[config.mk]
export PLATFORM = sky130hd
export DESIGN_NAME = mem_arbiter
export DESIGN_NICKNAME = d
export VERILOG_FILES = /design/src/rtl/mem_arb_pkg.sv /design/src/rtl/rr_arb2.sv /design/src/rtl/mem_arbiter.sv
export SDC_FILE = /design/constraint.sdc
export NUM_CORES = 1
export LEC_CHECK = 0
export ABC_AREA = 1
export BUFFER_PORTS_ARGS = -buffer_cell sky130_fd_sc_hd__buf_2
export CAP_MARGIN = 20
export CORE_ASPECT_RATIO = 0.8
export CORE_UTILIZATION = 43
export CTS_CLUSTER_SIZE = 40
export DETAILED_ROUTE_END_ITERATION = 16
export HOLD_SLACK_MARGIN = 0.15
export PLACE_DENSITY = 0.75
export SLEW_MARGIN = 15
export SYNTH_ARGS = -nofsm -noshare
export SYNTH_HDL_FRONTEND = slang
export SYNTH_HIERARCHICAL = 1
export SYNTH_SLANG_ARGS = --single-unit
[constraint.sdc]
create_clock -name clock -period 1.1 [get_ports clock]
set_input_delay 0.11 -clock clock [delete_from_list [all_inputs] [get_ports clock]]
set_output_delay 0.11 -clock clock [all_outputs]
set_load 0.01 [all_outputs]
[src/rtl/mem_arb_pkg.sv]
// rtl/mem_arb_pkg.sv - shared types and constants for the two-requester memory arbiter
package mem_arb_pkg;

    localparam int DEF_ADDR_W = 3;
    localparam int DEF_DATA_W = 8;

    localparam logic REQ0 = 1'b0;
    localparam logic REQ1 = 1'b1;

    typedef enum logic [1:0] {
        IDLE  = 2'd0,
        ISSUE = 2'd1,
        CAPT  = 2'd2
    } arb_state_t;

endpackage

[src/rtl/rr_arb2.sv]
// rtl/rr_arb2.sv - 2-way round-robin winner pick; MEM_ARB_LOCK_EN adds lock/hold ownership
module rr_arb2
    import mem_arb_pkg::*;
`ifdef MEM_ARB_LOCK_EN
#(
    parameter int MAX_HOLD = 4,
    parameter int HOLD_W   = 3
)
`endif
(
    input  logic [1:0]        req,
    input  logic              last_gnt,
`ifdef MEM_ARB_LOCK_EN
    input  logic [1:0]        lock,
    input  logic              locked,
    input  logic [HOLD_W-1:0] hold_cnt,
`endif
    output logic [1:0]        win
);

    always_comb begin
        win = req;
        if (req == 2'b11) begin
            win = (last_gnt == REQ1) ? 2'b01 : 2'b10;
        end
`ifdef MEM_ARB_LOCK_EN
        // A live lock pins the grant to the owner until the hold budget runs out
        if (locked && lock[last_gnt]) begin
            if (hold_cnt >= HOLD_W'(MAX_HOLD) && req[~last_gnt]) begin
                win = 2'b01 << ~last_gnt;
            end else begin
                win = req[last_gnt] ? (2'b01 << last_gnt) : 2'b00;
            end
        end
`endif
    end

endmodule

[src/rtl/mem_arbiter.sv]
// rtl/mem_arbiter.sv - round-robin arbiter sequencing one 8x8 memory for two requesters (option: MEM_ARB_LOCK_EN)
module mem_arbiter
    import mem_arb_pkg::*;
#(
    parameter int ADDR_W = DEF_ADDR_W,
    parameter int DATA_W = DEF_DATA_W
`ifdef MEM_ARB_LOCK_EN
    ,
    parameter int MAX_HOLD = 4
`endif
)(
    input  logic              clock,
    input  logic              reset,
    input  logic              r0_req,
    input  logic              r0_write,
    input  logic [ADDR_W-1:0] r0_addr,
    input  logic [DATA_W-1:0] r0_wdata,
    output logic              r0_gnt,
    output logic              r0_done,
    output logic [DATA_W-1:0] r0_rdata,
    input  logic              r1_req,
    input  logic              r1_write,
    input  logic [ADDR_W-1:0] r1_addr,
    input  logic [DATA_W-1:0] r1_wdata,
    output logic              r1_gnt,
    output logic              r1_done,
    output logic [DATA_W-1:0] r1_rdata,
`ifdef MEM_ARB_LOCK_EN
    input  logic              r0_lock,
    input  logic              r1_lock,
`endif
    output logic              mem_enable,
    output logic              mem_write,
    output logic [ADDR_W-1:0] mem_addr,
    output logic [DATA_W-1:0] mem_wdata,
    input  logic [DATA_W-1:0] mem_rdata
);

    arb_state_t        state_q, state_d;
    logic              last_gnt_q, last_gnt_d;
    logic              win_id_q, win_id_d;
    logic              cmd_write_q, cmd_write_d;
    logic [1:0]        gnt_q, gnt_d;
    logic [1:0]        done_q, done_d;
    logic              mem_enable_q, mem_enable_d;
    logic              mem_write_q, mem_write_d;
    logic [ADDR_W-1:0] mem_addr_q, mem_addr_d;
    logic [DATA_W-1:0] mem_wdata_q, mem_wdata_d;
    logic [DATA_W-1:0] rdata0_q, rdata0_d;
    logic [DATA_W-1:0] rdata1_q, rdata1_d;
    logic [1:0]        win;

`ifdef MEM_ARB_LOCK_EN
    localparam int HOLD_W = $clog2(MAX_HOLD + 1);
    logic              locked_q, locked_d;
    logic [HOLD_W-1:0] hold_q, hold_d;

    rr_arb2 #(.MAX_HOLD(MAX_HOLD), .HOLD_W(HOLD_W)) u_arb (
        .req      ({r1_req, r0_req}),
        .last_gnt (last_gnt_q),
        .lock     ({r1_lock, r0_lock}),
        .locked   (locked_q),
        .hold_cnt (hold_q),
        .win      (win)
    );
`else
    rr_arb2 u_arb (
        .req      ({r1_req, r0_req}),
        .last_gnt (last_gnt_q),
        .win      (win)
    );
`endif

    always_comb begin
        state_d      = state_q;
        last_gnt_d   = last_gnt_q;
        win_id_d     = win_id_q;
        cmd_write_d  = cmd_write_q;
        gnt_d        = 2'b00;
        done_d       = 2'b00;
        mem_enable_d = 1'b0;
        mem_write_d  = 1'b0;
        mem_addr_d   = '0;
        mem_wdata_d  = '0;
        rdata0_d     = rdata0_q;
        rdata1_d     = rdata1_q;
`ifdef MEM_ARB_LOCK_EN
        locked_d     = locked_q;
        hold_d       = hold_q;
`endif
        case (state_q)
            IDLE: begin
                if (win != 2'b00) begin
                    win_id_d     = win[1];
                    cmd_write_d  = win[1] ? r1_write : r0_write;
                    gnt_d        = win;
                    mem_enable_d = 1'b1;
                    mem_write_d  = win[1] ? r1_write : r0_write;
                    mem_addr_d   = win[1] ? r1_addr  : r0_addr;
                    mem_wdata_d  = win[1] ? r1_wdata : r0_wdata;
                    state_d      = ISSUE;
                end
            end
            ISSUE: begin
                done_d  = (win_id_q == REQ1) ? 2'b10 : 2'b01;
                state_d = CAPT;
            end
            CAPT: begin
                last_gnt_d = win_id_q;
                if (!cmd_write_q) begin
                    if (win_id_q == REQ0) rdata0_d = mem_rdata;
                    else                  rdata1_d = mem_rdata;
                end
`ifdef MEM_ARB_LOCK_EN
                locked_d = win_id_q ? r1_lock : r0_lock;
                if (locked_q && win_id_q == last_gnt_q) begin
                    hold_d = (hold_q == HOLD_W'(MAX_HOLD)) ? hold_q : hold_q + HOLD_W'(1);
                end else begin
                    hold_d = HOLD_W'(1);
                end
`endif
                state_d = IDLE;
            end
            default: state_d = IDLE;
        endcase
    end

    always_ff @(posedge clock) begin
        if (reset) begin
            state_q      <= IDLE;
            last_gnt_q   <= REQ1;
            win_id_q     <= REQ0;
            cmd_write_q  <= 1'b0;
            gnt_q        <= 2'b00;
            done_q       <= 2'b00;
            mem_enable_q <= 1'b0;
            mem_write_q  <= 1'b0;
            mem_addr_q   <= '0;
            mem_wdata_q  <= '0;
            rdata0_q     <= '0;
            rdata1_q     <= '0;
`ifdef MEM_ARB_LOCK_EN
            locked_q     <= 1'b0;
            hold_q       <= '0;
`endif
        end else begin
            state_q      <= state_d;
            last_gnt_q   <= last_gnt_d;
            win_id_q     <= win_id_d;
            cmd_write_q  <= cmd_write_d;
            gnt_q        <= gnt_d;
            done_q       <= done_d;
            mem_enable_q <= mem_enable_d;
            mem_write_q  <= mem_write_d;
            mem_addr_q   <= mem_addr_d;
            mem_wdata_q  <= mem_wdata_d;
            rdata0_q     <= rdata0_d;
            rdata1_q     <= rdata1_d;
`ifdef MEM_ARB_LOCK_EN
            locked_q     <= locked_d;
            hold_q       <= hold_d;
`endif
        end
    end

    // Memory data lands on the ISSUE->CAPT edge, so the done cycle forwards it directly
    assign r0_rdata   = (done_q[0] && !cmd_write_q) ? mem_rdata : rdata0_q;
    assign r1_rdata   = (done_q[1] && !cmd_write_q) ? mem_rdata : rdata1_q;
    assign r0_gnt     = gnt_q[0];
    assign r1_gnt     = gnt_q[1];
    assign r0_done    = done_q[0];
    assign r1_done    = done_q[1];
    assign mem_enable = mem_enable_q;
    assign mem_write  = mem_write_q;
    assign mem_addr   = mem_addr_q;
    assign mem_wdata  = mem_wdata_q;

endmodule
==> impl_table.tex <==
\begin{tabular}{lr}
\hline
Metric & Value \\
\hline
\multicolumn{2}{l}{\textbf{STA}} \\
\quad Achievable frequency & 0.783 GHz \\
\quad Max Slew Vio Count & 0 \\
\quad Final count of negative-setup-slack endpoints & 44 \\
\quad Worst slew margin relative to its limit & 0.792 \\
\quad Setup repair after global routing missed its margin & true \\
\quad Period utilisation layout & 1.16 \\
\quad Post-route minimum period & 1.28 ns \\
\quad Measured slew at the worst slew-check pin & 0.311 ns \\
\quad Clk\_skew & roughly 0.0056 ns \\
\quad Final hold violation count & 0 \\
\quad Setup slack after layout & -0.177 ns \\
\multicolumn{2}{l}{\textbf{Floorplanning}} \\
\quad \# rows & 19 \\
\quad Initial core utilization & 0.469 \\
\quad Core region area & between 3000 and 4000 um\^{}2 \\
\quad Total die area & 4170 um\^{}2 \\
\quad Die X & 71.9 um \\
\quad Top Ports & 69 \\
\quad Height of the chip & between 50 and 60 um \\
\multicolumn{2}{l}{\textbf{Setup path}} \\
\quad Max stage delay on crit path & 0.37 ns \\
\quad Crit path kind & reg -> out \\
\quad Setup crit end kind & output port \\
\quad Count of buffer and inverter cells on the critical path & 2 \\
\quad Crit path launch type & register \\
\quad Sequence of cells on the critical path & inv\_8, nand2\_8, o21ai\_1, buf\_2 \\
\quad Worst EP arrival & 1.17 ns \\
\quad CP max stage cell & sky130\_fd\_sc\_hd\_\_dfxtp\_4 \\
\quad Critical path peak fanout & 16 \\
\quad Kind of cell adding the most delay to the critical path & flip-flops \\
\quad Worst path required time & 0.99 ns \\
\multicolumn{2}{l}{\textbf{CTS}} \\
\quad Max Buffers Root-to-Sink & 2 \\
\quad H-tree Lvls & 2 \\
\quad TritonCTS clock tree & yes \\
\quad CTS Buf Count & 5 \\
\quad Clock transition at path regs & around 0.070 ns \\
\quad Skew-Pair Late Insertion Delay & 0.30 ns \\
\quad Clock root cell & sky130\_fd\_sc\_hd\_\_clkbuf\_8 \\
\quad Number of clock sinks seen by CTS & 38 \\
\multicolumn{2}{l}{\textbf{Placed design}} \\
\quad Setup slack at placement & -0.0492 ns \\
\quad Final HPWL from detailed placement & 2770 um \\
\quad Final weighted congestion in routability-driven placement & 0.797 \\
\quad Port bufs & 68 \\
\quad Total cell area at the placement stage & 2140 um\^{}2 \\
\multicolumn{2}{l}{\textbf{Pwr}} \\
\quad Register share of total power & 0.442 \\
\quad Leakage power & 1.32 nW \\
\quad Internal power & 0.00237 W \\
\quad Clock Power Share & 0.301 \\
\quad Power density over cell area & 1200 nW/um\^{}2 \\
\quad VDD IR max & between 900 and 1000 uV \\
\quad Net switching fraction of the power & 0.302 \\
\quad Net switching power & 0.00103 W \\
\quad Part of the total power dissipated in combinational logic & 0.257 \\
\multicolumn{2}{l}{\textbf{Logic synthesis}} \\
\quad Cell variety after synth & 17 \\
\quad Nets in the synthesized netlist & 265 \\
\quad Warnings from Yosys & 6 \\
\quad Post-synthesis cell count & approximately 230 \\
\quad Part of the Yosys area used for sequential elements & 0.452 \\
\quad Post-Syn Area per Cell & approximately 7.3 um\^{}2 \\
\quad Synthesized cell area & 1680 um\^{}2 \\
\quad Yosys reg bits & 38 \\
\multicolumn{2}{l}{\textbf{Drt}} \\
\quad Vias & just under 2000 \\
\quad DR DRC count & 0 \\
\quad Detail-routed via count per cell & roughly 5.0 \\
\quad Routed wire length & 5480 um \\
\quad TritonRoute pass-1 iters & 4 \\
\quad Final routed wire length divided by cell count & between 10 and 15 um \\
\quad DRC violation total after the first TritonRoute iteration & 100 \\
\quad Final ANT Viol Nets & 0 \\
\multicolumn{2}{l}{\textbf{Cells and area}} \\
\quad Final Instance Area & about 2800 um\^{}2 \\
\quad Total Nets Final & 375 \\
\quad Layout cells sized above 1 & 0.450 \\
\quad Area growth from synthesis to layout & 67.7\% \\
\quad ANT cells & 0 \\
\quad Fill cells & 223 \\
\quad Final cell utilization of the core & 0.786 \\
\multicolumn{2}{l}{\textbf{Status}} \\
\quad Violated checks & negative setup slack \\
\quad Result of the run & finished with violations \\
\multicolumn{2}{l}{\textbf{GRT}} \\
\quad All-Layer GR Usage & 0.243 \\
\quad Number of global-route vias before repair & 1718 \\
\quad Maximum number of pins on one net before global-route repair & 25 \\
\quad Number of antenna violations at the first check in global routing & 0 \\
\quad Overall overflow remaining after global route & 0 \\
\quad First-pass GRT wire length & between 7000 and 8000 um \\
\multicolumn{2}{l}{\textbf{Min path}} \\
\quad Type of the worst min-delay path & in -> reg \\
\multicolumn{2}{l}{\textbf{Job}} \\
\quad Number of max-cap violations & 0 \\
\hline
\end{tabular}
==> final cells by class <==
cell class	instances	area, um^2	share of cell area
well taps	52	65.1	0.0231
repair buffers	112	842	0.298
multi-input cells	162	961	0.341
clock inverters	2	12.5	0.00443
inverters	20	82.6	0.0293
flip-flops and latches	38	776	0.275
clock buffers	6	82.6	0.0293
==> stage by stage <==
step | cells | setup TNS, ns | total power (W) | hold slack, ns
final | 392 | -3.69 | 0.00339 | 0.186
after global routing | 392 | -5.50 | 0.00353 | 0.222
after CTS | 387 | -2.21 | 0.00322 | 0.171
after detailed placement | 351 | -0.301 | 0.00210 | 0.330
after global placement | 351 | 0 | 0.00209 | 0.329
after floorplan | 229 | 0 | 0.00186 | 0.182
==> worst reg2reg max path: stages, from the launching register on <==
cell and delay [ns]:
sky130_fd_sc_hd__dfxtp_4 0.37, sky130_fd_sc_hd__a21oi_4 0.18, sky130_fd_sc_hd__inv_2 0.08, sky130_fd_sc_hd__nand2_4 0.08, sky130_fd_sc_hd__nand3_4 0.14, sky130_fd_sc_hd__buf_12 0.19, sky130_fd_sc_hd__a21oi_2 0.11
==> sequential cells by signal, summed over array words and instances, names as in the netlist, 2 cells and up <==
signal and flops:
done_q 2, mem_addr 3, mem_wdata 8, rdata0_q 8, state_q 2, rdata1_q 8, gnt_q 2
==> per-layer routing <==
| metal | global-route usage | part of all wire |
|---|---|---|
| met2 | 0.407 | 0.50 |
| met4 | 0.188 | 0.062 |
| met5 | 0 | 0 |
| met3 | 0.0557 | 0.060 |
| met1 | 0.269 | 0.38 |
==> synthesized netlist by cell type, drive strengths merged <==
library cell	n	share of area
inv	20	0.045
nor2	33	0.093
nand2	68	0.16
o21ai	18	0.054
buf	10	0.049
nand3	21	0.065
a21oi	21	0.080
dfxtp	38	0.45
==> worst paths after layout <==
check                             end  slack [ns]                      from  cells past startpoint
max reg2reg   mem_wdata[1]$_SDFF_PP0_       -0.10   last_gnt_q$_SDFFE_PP1N_                      6
max                       r0_rdata[3]       -0.18  cmd_write_q$_SDFFE_PP0P_                      4
min reg2reg  rdata0_q[6]$_SDFFE_PP0P_        0.49  rdata0_q[6]$_SDFFE_PP0P_                      2
min          rdata0_q[6]$_SDFFE_PP0P_        0.19              mem_rdata[6]                      5
==> timing repair <==
item                                   in CTS  in global routing
setup buffers                               2                  3
hold buffers                               25                  0
endpoints found under the hold margin      16                  0
gates cloned                                1                  2
pin swaps                                   6                 13
setup endpoints to repair                  28                 44
gates resized for setup                    35                 36
==> cell families after synthesis <==
kind of cell    Yosys count  synth area share
compound gates           39             0.134
buf+inv                  30            0.0937
flops                    38             0.452
simple gates            122             0.320
==> cells in the final DEF (no fill, tap or decap), types with 5 or more instances in the layout <==
master | synthesis | routed
sky130_fd_sc_hd__buf_12 | 0 | 5
sky130_fd_sc_hd__buf_4 | 3 | 9
sky130_fd_sc_hd__o21ai_2 | 0 | 5
sky130_fd_sc_hd__nor2_1 | 28 | 27
sky130_fd_sc_hd__a21oi_1 | 13 | 11
sky130_fd_sc_hd__dlygate4sd3_1 | 0 | 25
sky130_fd_sc_hd__a21oi_2 | 8 | 7
sky130_fd_sc_hd__nor2_4 | 4 | 5
sky130_fd_sc_hd__nand3_1 | 20 | 6
sky130_fd_sc_hd__inv_1 | 18 | 16
sky130_fd_sc_hd__nand2_1 | 65 | 57
sky130_fd_sc_hd__nand3_2 | 1 | 14
sky130_fd_sc_hd__buf_2 | 3 | 68
sky130_fd_sc_hd__dfxtp_1 | 38 | 32
sky130_fd_sc_hd__o21ai_1 | 0 | 11
sky130_fd_sc_hd__nand2_2 | 1 | 8
sky130_fd_sc_hd__clkbuf_8 | 0 | 6
==> power groups by stage <==
stage	combinational (W)	clock, W	sequential, W
after global placement	0.000572	0	0.00152
final	0.000873	0.00102	0.00150
after global routing	0.000933	0.00109	0.00151
after detailed placement	0.000578	0	0.00152
after CTS	0.000694	0.00103	0.00150
after floorplan	0.000321	0	0.00154
(Power assumes the default switching activity.)
